==> src/rtl/io_controller_pkg.sv <==
// Shared constants for the I/O request responder: word width, size codes and FSM states.
package io_controller_pkg;

  localparam int IO_LEN_WORD = 32;

  localparam logic [1:0] IO_SIZE_B = 2'd0;
  localparam logic [1:0] IO_SIZE_H = 2'd1;
  localparam logic [1:0] IO_SIZE_W = 2'd2;

  localparam logic [1:0] IO_ST_IDLE = 2'd0;
  localparam logic [1:0] IO_ST_TX   = 2'd1;
  localparam logic [1:0] IO_ST_RX   = 2'd2;
  localparam logic [1:0] IO_ST_DONE = 2'd3;

  // Size code 3 is treated as a full word, same as IO_SIZE_W.
  function automatic logic [2:0] size_to_bytes(input logic [1:0] size);
    case (size)
      IO_SIZE_B: return 3'd1;
      IO_SIZE_H: return 3'd2;
      default:   return 3'd4;
    endcase
  endfunction

endpackage

==> src/rtl/io_rx_fifo.sv <==
// Byte FIFO buffering the UART receive stream; pointers carry one extra wrap bit.
// A push into a full FIFO only lands when a pop frees a slot that same cycle; otherwise overflow sticks.
module io_rx_fifo #(
  parameter int DEPTH = 16
) (
  input  logic       clk,
  input  logic       rstn,
  input  logic       push,
  input  logic [7:0] data_in,
  input  logic       pop,
  output logic [7:0] data_out,
  output logic       empty,
  output logic       full,
  output logic       overflow
);

  localparam int AW = $clog2(DEPTH);

  logic [7:0]  mem [DEPTH];
  logic [AW:0] wr_ptr;
  logic [AW:0] rd_ptr;
  logic        do_push;
  logic        do_pop;

  assign empty    = (wr_ptr == rd_ptr);
  assign full     = (wr_ptr[AW] != rd_ptr[AW]) && (wr_ptr[AW-1:0] == rd_ptr[AW-1:0]);
  assign do_pop   = pop && !empty;
  assign do_push  = push && (!full || do_pop);
  assign data_out = mem[rd_ptr[AW-1:0]];

  always_ff @(posedge clk) begin
    if (do_push) begin
      mem[wr_ptr[AW-1:0]] <= data_in;
    end
  end

  always_ff @(posedge clk or negedge rstn) begin
    if (!rstn) begin
      wr_ptr   <= '0;
      rd_ptr   <= '0;
      overflow <= 1'b0;
    end else begin
      if (do_push) begin
        wr_ptr <= wr_ptr + 1'b1;
      end
      if (do_pop) begin
        rd_ptr <= rd_ptr + 1'b1;
      end
      if (push && !do_push) begin
        overflow <= 1'b1;
      end
    end
  end

endmodule

==> src/rtl/io_controller.sv <==
// Responder for one I/O order at a time: writes stream bytes to UART TX, reads assemble bytes
// from the RX FIFO. Accepted one cycle after the order; done one cycle after the last byte moves.
module io_controller
  import io_controller_pkg::*;
#(
  parameter int RX_DEPTH = 16,
  parameter int LEN_WORD = IO_LEN_WORD
) (
  input  logic                clk,
  input  logic                rstn,
  input  logic                io_order,
  output logic                io_accepted,
  output logic                io_done,
  input  logic                io_write_flag,
  input  logic [1:0]          io_size,
  input  logic [LEN_WORD-1:0] io_o_data,
  output logic [LEN_WORD-1:0] io_i_data,
  output logic [7:0]          uart_tx_data,
  output logic                uart_tx_valid,
  input  logic                uart_tx_ready,
  input  logic [7:0]          uart_rx_data,
  input  logic                uart_rx_valid,
  output logic                rx_overflow
);

  logic [1:0]          state;
  logic [2:0]          nbytes;
  logic [1:0]          k;
  logic [1:0]          k_next;
  logic                last_byte;
  logic [LEN_WORD-1:0] wdata;
  logic [31:0]         asm_q;
  logic [31:0]         asm_next;
  logic                fifo_empty;
  logic                fifo_pop;
  logic [7:0]          fifo_dout;

  assign k_next    = k + 2'd1;
  assign last_byte = ({1'b0, k} == (nbytes - 3'd1));
  assign fifo_pop  = (state == IO_ST_RX) && !fifo_empty;

  // Drop the popped byte into lane k; lanes above are still zero from the accept.
  always_comb begin
    asm_next = asm_q;
    asm_next[{k, 3'b000} +: 8] = fifo_dout;
  end

  io_rx_fifo #(
    .DEPTH(RX_DEPTH)
  ) u_rx_fifo (
    .clk      (clk),
    .rstn     (rstn),
    .push     (uart_rx_valid),
    .data_in  (uart_rx_data),
    .pop      (fifo_pop),
    .data_out (fifo_dout),
    .empty    (fifo_empty),
    .full     (),
    .overflow (rx_overflow)
  );

  always_ff @(posedge clk or negedge rstn) begin
    if (!rstn) begin
      state         <= IO_ST_IDLE;
      nbytes        <= 3'd1;
      k             <= 2'd0;
      wdata         <= '0;
      asm_q         <= '0;
      io_accepted   <= 1'b0;
      io_done       <= 1'b0;
      io_i_data     <= '0;
      uart_tx_valid <= 1'b0;
      uart_tx_data  <= 8'd0;
    end else begin
      io_accepted <= 1'b0;
      io_done     <= 1'b0;
      case (state)
        IO_ST_IDLE: begin
          if (io_order) begin
            io_accepted <= 1'b1;
            nbytes      <= size_to_bytes(io_size);
            k           <= 2'd0;
            wdata       <= io_o_data;
            asm_q       <= '0;
            if (io_write_flag) begin
              state         <= IO_ST_TX;
              uart_tx_valid <= 1'b1;
              uart_tx_data  <= io_o_data[7:0];
            end else begin
              state <= IO_ST_RX;
            end
          end
        end
        IO_ST_TX: begin
          if (uart_tx_ready) begin
            if (last_byte) begin
              state         <= IO_ST_DONE;
              uart_tx_valid <= 1'b0;
              io_done       <= 1'b1;
            end else begin
              k            <= k_next;
              uart_tx_data <= wdata[{k_next, 3'b000} +: 8];
            end
          end
        end
        IO_ST_RX: begin
          if (!fifo_empty) begin
            asm_q <= asm_next;
            k     <= k_next;
            if (last_byte) begin
              state     <= IO_ST_DONE;
              io_i_data <= LEN_WORD'(asm_next);
              io_done   <= 1'b1;
            end
          end
        end
        default: begin
          state <= IO_ST_IDLE;
        end
      endcase
    end
  end

endmodule

==> config.mk <==
export PLATFORM = sky130hd
export DESIGN_NAME = io_controller
export DESIGN_NICKNAME = d
export VERILOG_FILES = /design/src/rtl/io_controller_pkg.sv /design/src/rtl/io_rx_fifo.sv /design/src/rtl/io_controller.sv
export SDC_FILE = /design/constraint.sdc
export NUM_CORES = 1
export LEC_CHECK = 0
export BUFFER_PORTS_ARGS = -buffer_cell sky130_fd_sc_hd__clkbuf_2
export CORE_UTILIZATION = 64
export DETAILED_ROUTE_END_ITERATION = 8
export PLACE_DENSITY_LB_ADDON = 0.2
export SYNTH_ARGS = -nofsm -noshare
export SYNTH_HDL_FRONTEND = slang
export SYNTH_SLANG_ARGS = --single-unit
==> constraint.sdc <==
create_clock -name clk -period 3.65 [get_ports clk]
set_input_delay 0.73 -clock clk [delete_from_list [all_inputs] [get_ports clk]]
set_output_delay 0.73 -clock clk [all_outputs]
set_load 0.01 [all_outputs]
# Word level (Yosys, flattened, before mapping)
# Memories as Yosys holds them, arrays and structs flattened.
# Cells that the tools add are included.
# word_totals
elab_cells	91
mem_bits_rw	128
latch_bits	0
memories	1
ff_bits	125
romBits	0
# op_classes
eq_ne	13
n_reduce_logical	21
n_div	0
n_mul	0
order_cmp	0
n_mux	34
shift	3
bitwise	1
addsub	5
# memory_table
name	words	width	read_ports	rd_clocked_by_memory_dff	wr	line	source
u_rx_fifo.mem	16	8	1	0	1	io_rx_fifo.sv:19	logic [7:0] mem [DEPTH];
# op_table
op	n
32-bit 2-to-1 mux	2
32-bit one-hot mux with 2 select lines	1
32-bit bitwise mux	1
8-bit 2-to-1 mux	4
8-bit by 7-bit variable shift with 32-bit output, first input constant	1
32-bit by 6-bit indexed part select with 8-bit output	1
8-bit by 7-bit indexed part select with 32-bit output	1
2-bit 2-to-1 mux	9
8-bit one-hot mux with 2 select lines	1
5-bit AND reduction	3
2-bit != test, second input constant	6
2-bit one-hot mux with 3 select lines	2
1-bit 2-to-1 mux	11
5-bit by 1-bit adder with 5-bit output, second input constant	2
3-bit AND reduction	3
5-bit negator with 7-bit output	1
3-bit one-hot mux with 2 select lines	1
5-bit == test	1
1-bit logical AND	5
2-bit by 1-bit == test with 1-bit output, second input constant	2
4-bit == test	1
2-bit logical NOT	2
1-bit one-hot mux with 2 select lines	2
2-bit nonzero test	2
other kinds (10)	12

# Depth between registers and ports, before layout
# depth
depth_word	8
ltp_mapped	9

# Hierarchy
# A second synthesis with hierarchy kept.
# unflattened
cells_unflattened	713
hier_area_um2	10980.5
# modules_own_cells
module	seq_area_each_um2	area_per_inst_um2	instances	cells_each
io_rx_fifo	4119.0	5771.8	1	283
io_controller	2854.0	5208.7	1	430

# Least setup slack after synthesis
# No wires, ideal clock.
# synth_timing
path_type	reg2reg
startpoint	register u_rx_fifo.wr_ptr[3]
endpoint	memory u_rx_fifo.mem[3][0], enable pin
arrival_time_ns	1.943
path_stages_with_launch	7
path_buffers	1
period_less_slack_ns	2.327
path_slack_ns	1.323
path_cell_list	dfrtp_1 buf_2 xnor2_1 and4_1 a21boi_2 nand2_1 nor3_1
# synth_via
elab_chain_cells	8
word_cells_on_any_way	11
classes_between	eq/ne (2); mux (2); reduce/logical (7)
# synth_lines
element	line	source
start: declaration	io_rx_fifo.sv:20	logic [AW:0] wr_ptr;
start signal: assignment	io_rx_fifo.sv:44	wr_ptr <= wr_ptr + 1'b1;
5-bit == test	io_rx_fifo.sv:25	assign empty = (wr_ptr == rd_ptr);
1-bit logical NOT	io_rx_fifo.sv:27, io_controller.sv:40	
1-bit logical AND	io_controller.sv:40	assign fifo_pop = (state == IO_ST_RX) && !fifo_empty;
1-bit logical AND	io_rx_fifo.sv:27	assign do_pop = pop && !empty;
1-bit logical OR	io_rx_fifo.sv:28	assign do_push = push && (!full || do_pop);
1-bit logical AND	io_rx_fifo.sv:28	
1-bit 2-to-1 mux	io_rx_fifo.sv:32	if (do_push) begin
1-bit 2-to-1 mux (implied by the code)	io_rx_fifo.sv:33	mem[wr_ptr[AW-1:0]] <= data_in;
end: declaration	io_rx_fifo.sv:19	
# Several ways; a longest one is shown, not always the timed one.

# Worst setup path in the final report
# layout_timing
startpoint	register u_rx_fifo.wr_ptr[2]
endpoint	memory u_rx_fifo.mem[7][0], enable pin
# Same word-level chain as after synthesis.

==> impl_results.md <==
- Core Footprint: 0.0161 mm^2
- DIE AREA: 0.0171 mm^2
- DRT Wirelength: 22200 um
- Vias: between 6000 and 7000
- Final worst-path cycle share: 74.3%
- Yosys cell types: 53
- Skew-Pair Late Insertion Delay: about 0.52 ns
- Clk sinks: 253
- Yosys reg bits: around 250
- Via/cell ratio: approximately 6.3
- Detailed-route DRC error count: 0
- CP Max Fanout: 11
- Clk slew on worst S/H paths: 0.06 ns
- Routability cong.: 0.819
- Synth Warn #: 0
- Asr flop ratio synth: between 40% and 50%
- Setup violators final: 0
- Cells after Synth: ~650
- Avg Cell Area, Syn: 16.2 um^2
- Fin. Hold Viols: 0
- CTS buffer count: 26
- Area grow syn2layout: 14.3%
- Final slew viol count: 0
- Vias in the first global route: 6190
- Setup Skew: 0.00986 ns
- TritonCTS clock tree: built
- Synth area leader: edfxtp_1
- Remaining Overflow, GRT: 0
- Root buffer cell: clkbuf_16
- First-pass GRT wire length: 34300 um
- # H-tree levels: 1
- Initial DRC count: around 420
- FF-to-FF Start: u_rx_fifo.wr_ptr[2]
- Crit path DAT: 2.86 ns
- Final #Nets: 816
- Most common cell after layout, fill and taps aside: edfxtp_1
- Share of cells above drive strength 1: 32.8%
- Sequential element share of the synthesized area: 65.7%
- Least-Margin Pin Slew: 1.26 ns
- Clock period minus worst slack: 2.71 ns
- Die X: 131 um
- Pwr dens: 808 mW/mm^2
- Largest net degree at the start of global routing: 86
- Crit path kind: reg -> reg
- I/O Buffers: 91
- # Post-CTS Setup Buffers: 0
- Total track usage: 27.0%
- Commonest cells after routing, fill and taps aside: edfxtp_1, dfrtp_1, clkbuf_2
- Wirelength per Cell: about 23 um
- Worst hold path type: in -> async
- Worst Path Required: 3.80 ns
- Most used DFF post-synth: edfxtp_1
- Die H: roughly 130 um
- Starting Density: 66.1%
- Final hold slack: 0.373 ns
- Slew HR: 16.0%
- Hold_buf cts: 0
- Leak: 4.81 nW
- Status: finished, final reports clean
- Post-synth EDFFs: approximately 130
- Post-CTS sizing: 0
- Post-DP HPWL: around 14000 um
- Buffer levels on the longest clock path: 3
- Synthesized cell area: between 0.01 and 0.015 mm^2
- CP Launch Point: u_rx_fifo.wr_ptr[2]
- Crit end category: flop
- Post-route ant nets: 0
- Synth top area cells: edfxtp_1, dfrtp_1, mux4_2, mux2_2, a22o_1
- Fmax: 0.369 GHz
- RSZ-0062 raised after global routing: no
- N_diodes: 0
- First-pass DRT Iterations: 4
- Synth top area share: a little over a third
- Setup TNS: 0 ns
- Num ports: slightly above 90
- FP Rows: 46
- Worst Setup Start Kind: flop
- Initial antenna violation count: 0
- Max cap viols: 0
- Syn_nets: 718
- Maximum vdd drop: between 0.5 and 0.6 mV
==> registers in the layout, indices dropped and copies added (netlist names), 2 cells and up <==
| name | flops |
|---|---|
| io_i_data | 32 |
| k | 2 |
| wdata | 32 |
| nbytes | 3 |
| asm_q | 32 |
| uart_tx_data | 8 |
| state | 2 |
| u_rx_fifo.rd_ptr | 5 |
| u_rx_fifo.wr_ptr | 5 |
| u_rx_fifo.mem | 128 |
==> logic make-up (layout without fill, tap and decap cells) <==
logic type / count (synthesis) / in the layout / synth area share (%)
AOI/OAI and AO/OA: 122 / 122 / 9.82
xor gates and xnor gates: 17 / 17 / 1.40
adders and majority gates: 16 / 16 / 1.89
buffers and inverters: 53 / 170 / 2.36
DFF: 253 / 253 / 65.7
muxes: 84 / 84 / 13.0
and+or+nand+nor: 109 / 109 / 5.76
==> worst max-delay path, cell delays in order (launching register included) <==
cell,delay (ns)
dfrtp_1,0.59
xnor2_1,0.15
and4_1,0.28
a21boi_2,0.40
nand2_1,0.23
nor2_1,0.68
==> path summary, 6_finish.rpt <==
| kind | end | slack, ns | cells past startpoint |
|---|---|---|---|
| setup reg to reg | u_rx_fifo.mem[7][0] | 0.94 | 5 |
| hold / removal | asm_q[9] | 0.37 | 1 |
| min in group clk | wdata[12] | 0.44 | 2 |
| hold reg to reg | asm_q[29] | 0.50 | 1 |
| setup / recovery | u_rx_fifo.mem[7][0] | 0.94 | 5 |
| max in group asynchronous | wdata[17] | 2.36 | 2 |
==> cells in the mapped netlist, drive strengths merged, types with 20 or more instances <==
master / instances
a21oi: 25
a221o: 26
a22o: 32
buf: 24
dfrtp: 124
edfxtp: 128
inv: 20
mux2: 34
mux4: 40
nand2: 23
nor2: 34
nor3b: 24
==> power by group <==
group / internal (W) / switching (W)
registers: 0.00360 / 0.000361
logic: 0.00134 / 0.00185
clock network: 0.00160 / 0.00105
==> layer usage <==
| layer | wire length [um] | global-route usage, % | share of wire, % |
|---|---|---|---|
| met1 | 9040 | 36.5 | 41 |
| met2 | 11400 | 45.8 | 51 |
| met3 | 1210 | 4.15 | 5.5 |
| met4 | 550 | 8.45 | 2.5 |
| met5 | 0 | 0 | 0 |
==> through the flow <==
| step | utilization, % | worst slack (ns) | total power [W] | cell area (um^2) | cells |
|---|---|---|---|---|---|
| 2_1_floorplan | - | 1.32 | 0.00626 | 10600 | 654 |
| 3_3_place_gp | 70.1 | 1.13 | 0.00698 | 11300 | 940 |
| 3_5_place_dp | 70.1 | 0.942 | 0.00715 | 11300 | 940 |
| 4_1_cts | 75.5 | 0.940 | 0.00986 | 12100 | 987 |
| 5_1_grt | 75.5 | 0.667 | 0.0103 | 12100 | 987 |
| 6_report | 75.5 | 0.940 | 0.00979 | 12100 | 987 |
==> layout make-up <==
cell class | count | area [um^2]
Inverter | 21 | 78.8
Clock buffer | 32 | 714
Multi-Input combinational cell | 348 | 3390
Tap cell | 216 | 270
Clock inverter | 15 | 154
Fill cell | 962 | 3930
Timing Repair Buffer | 102 | 541
Sequential cell | 253 | 6970
Power figures use the tool's default switching activity.
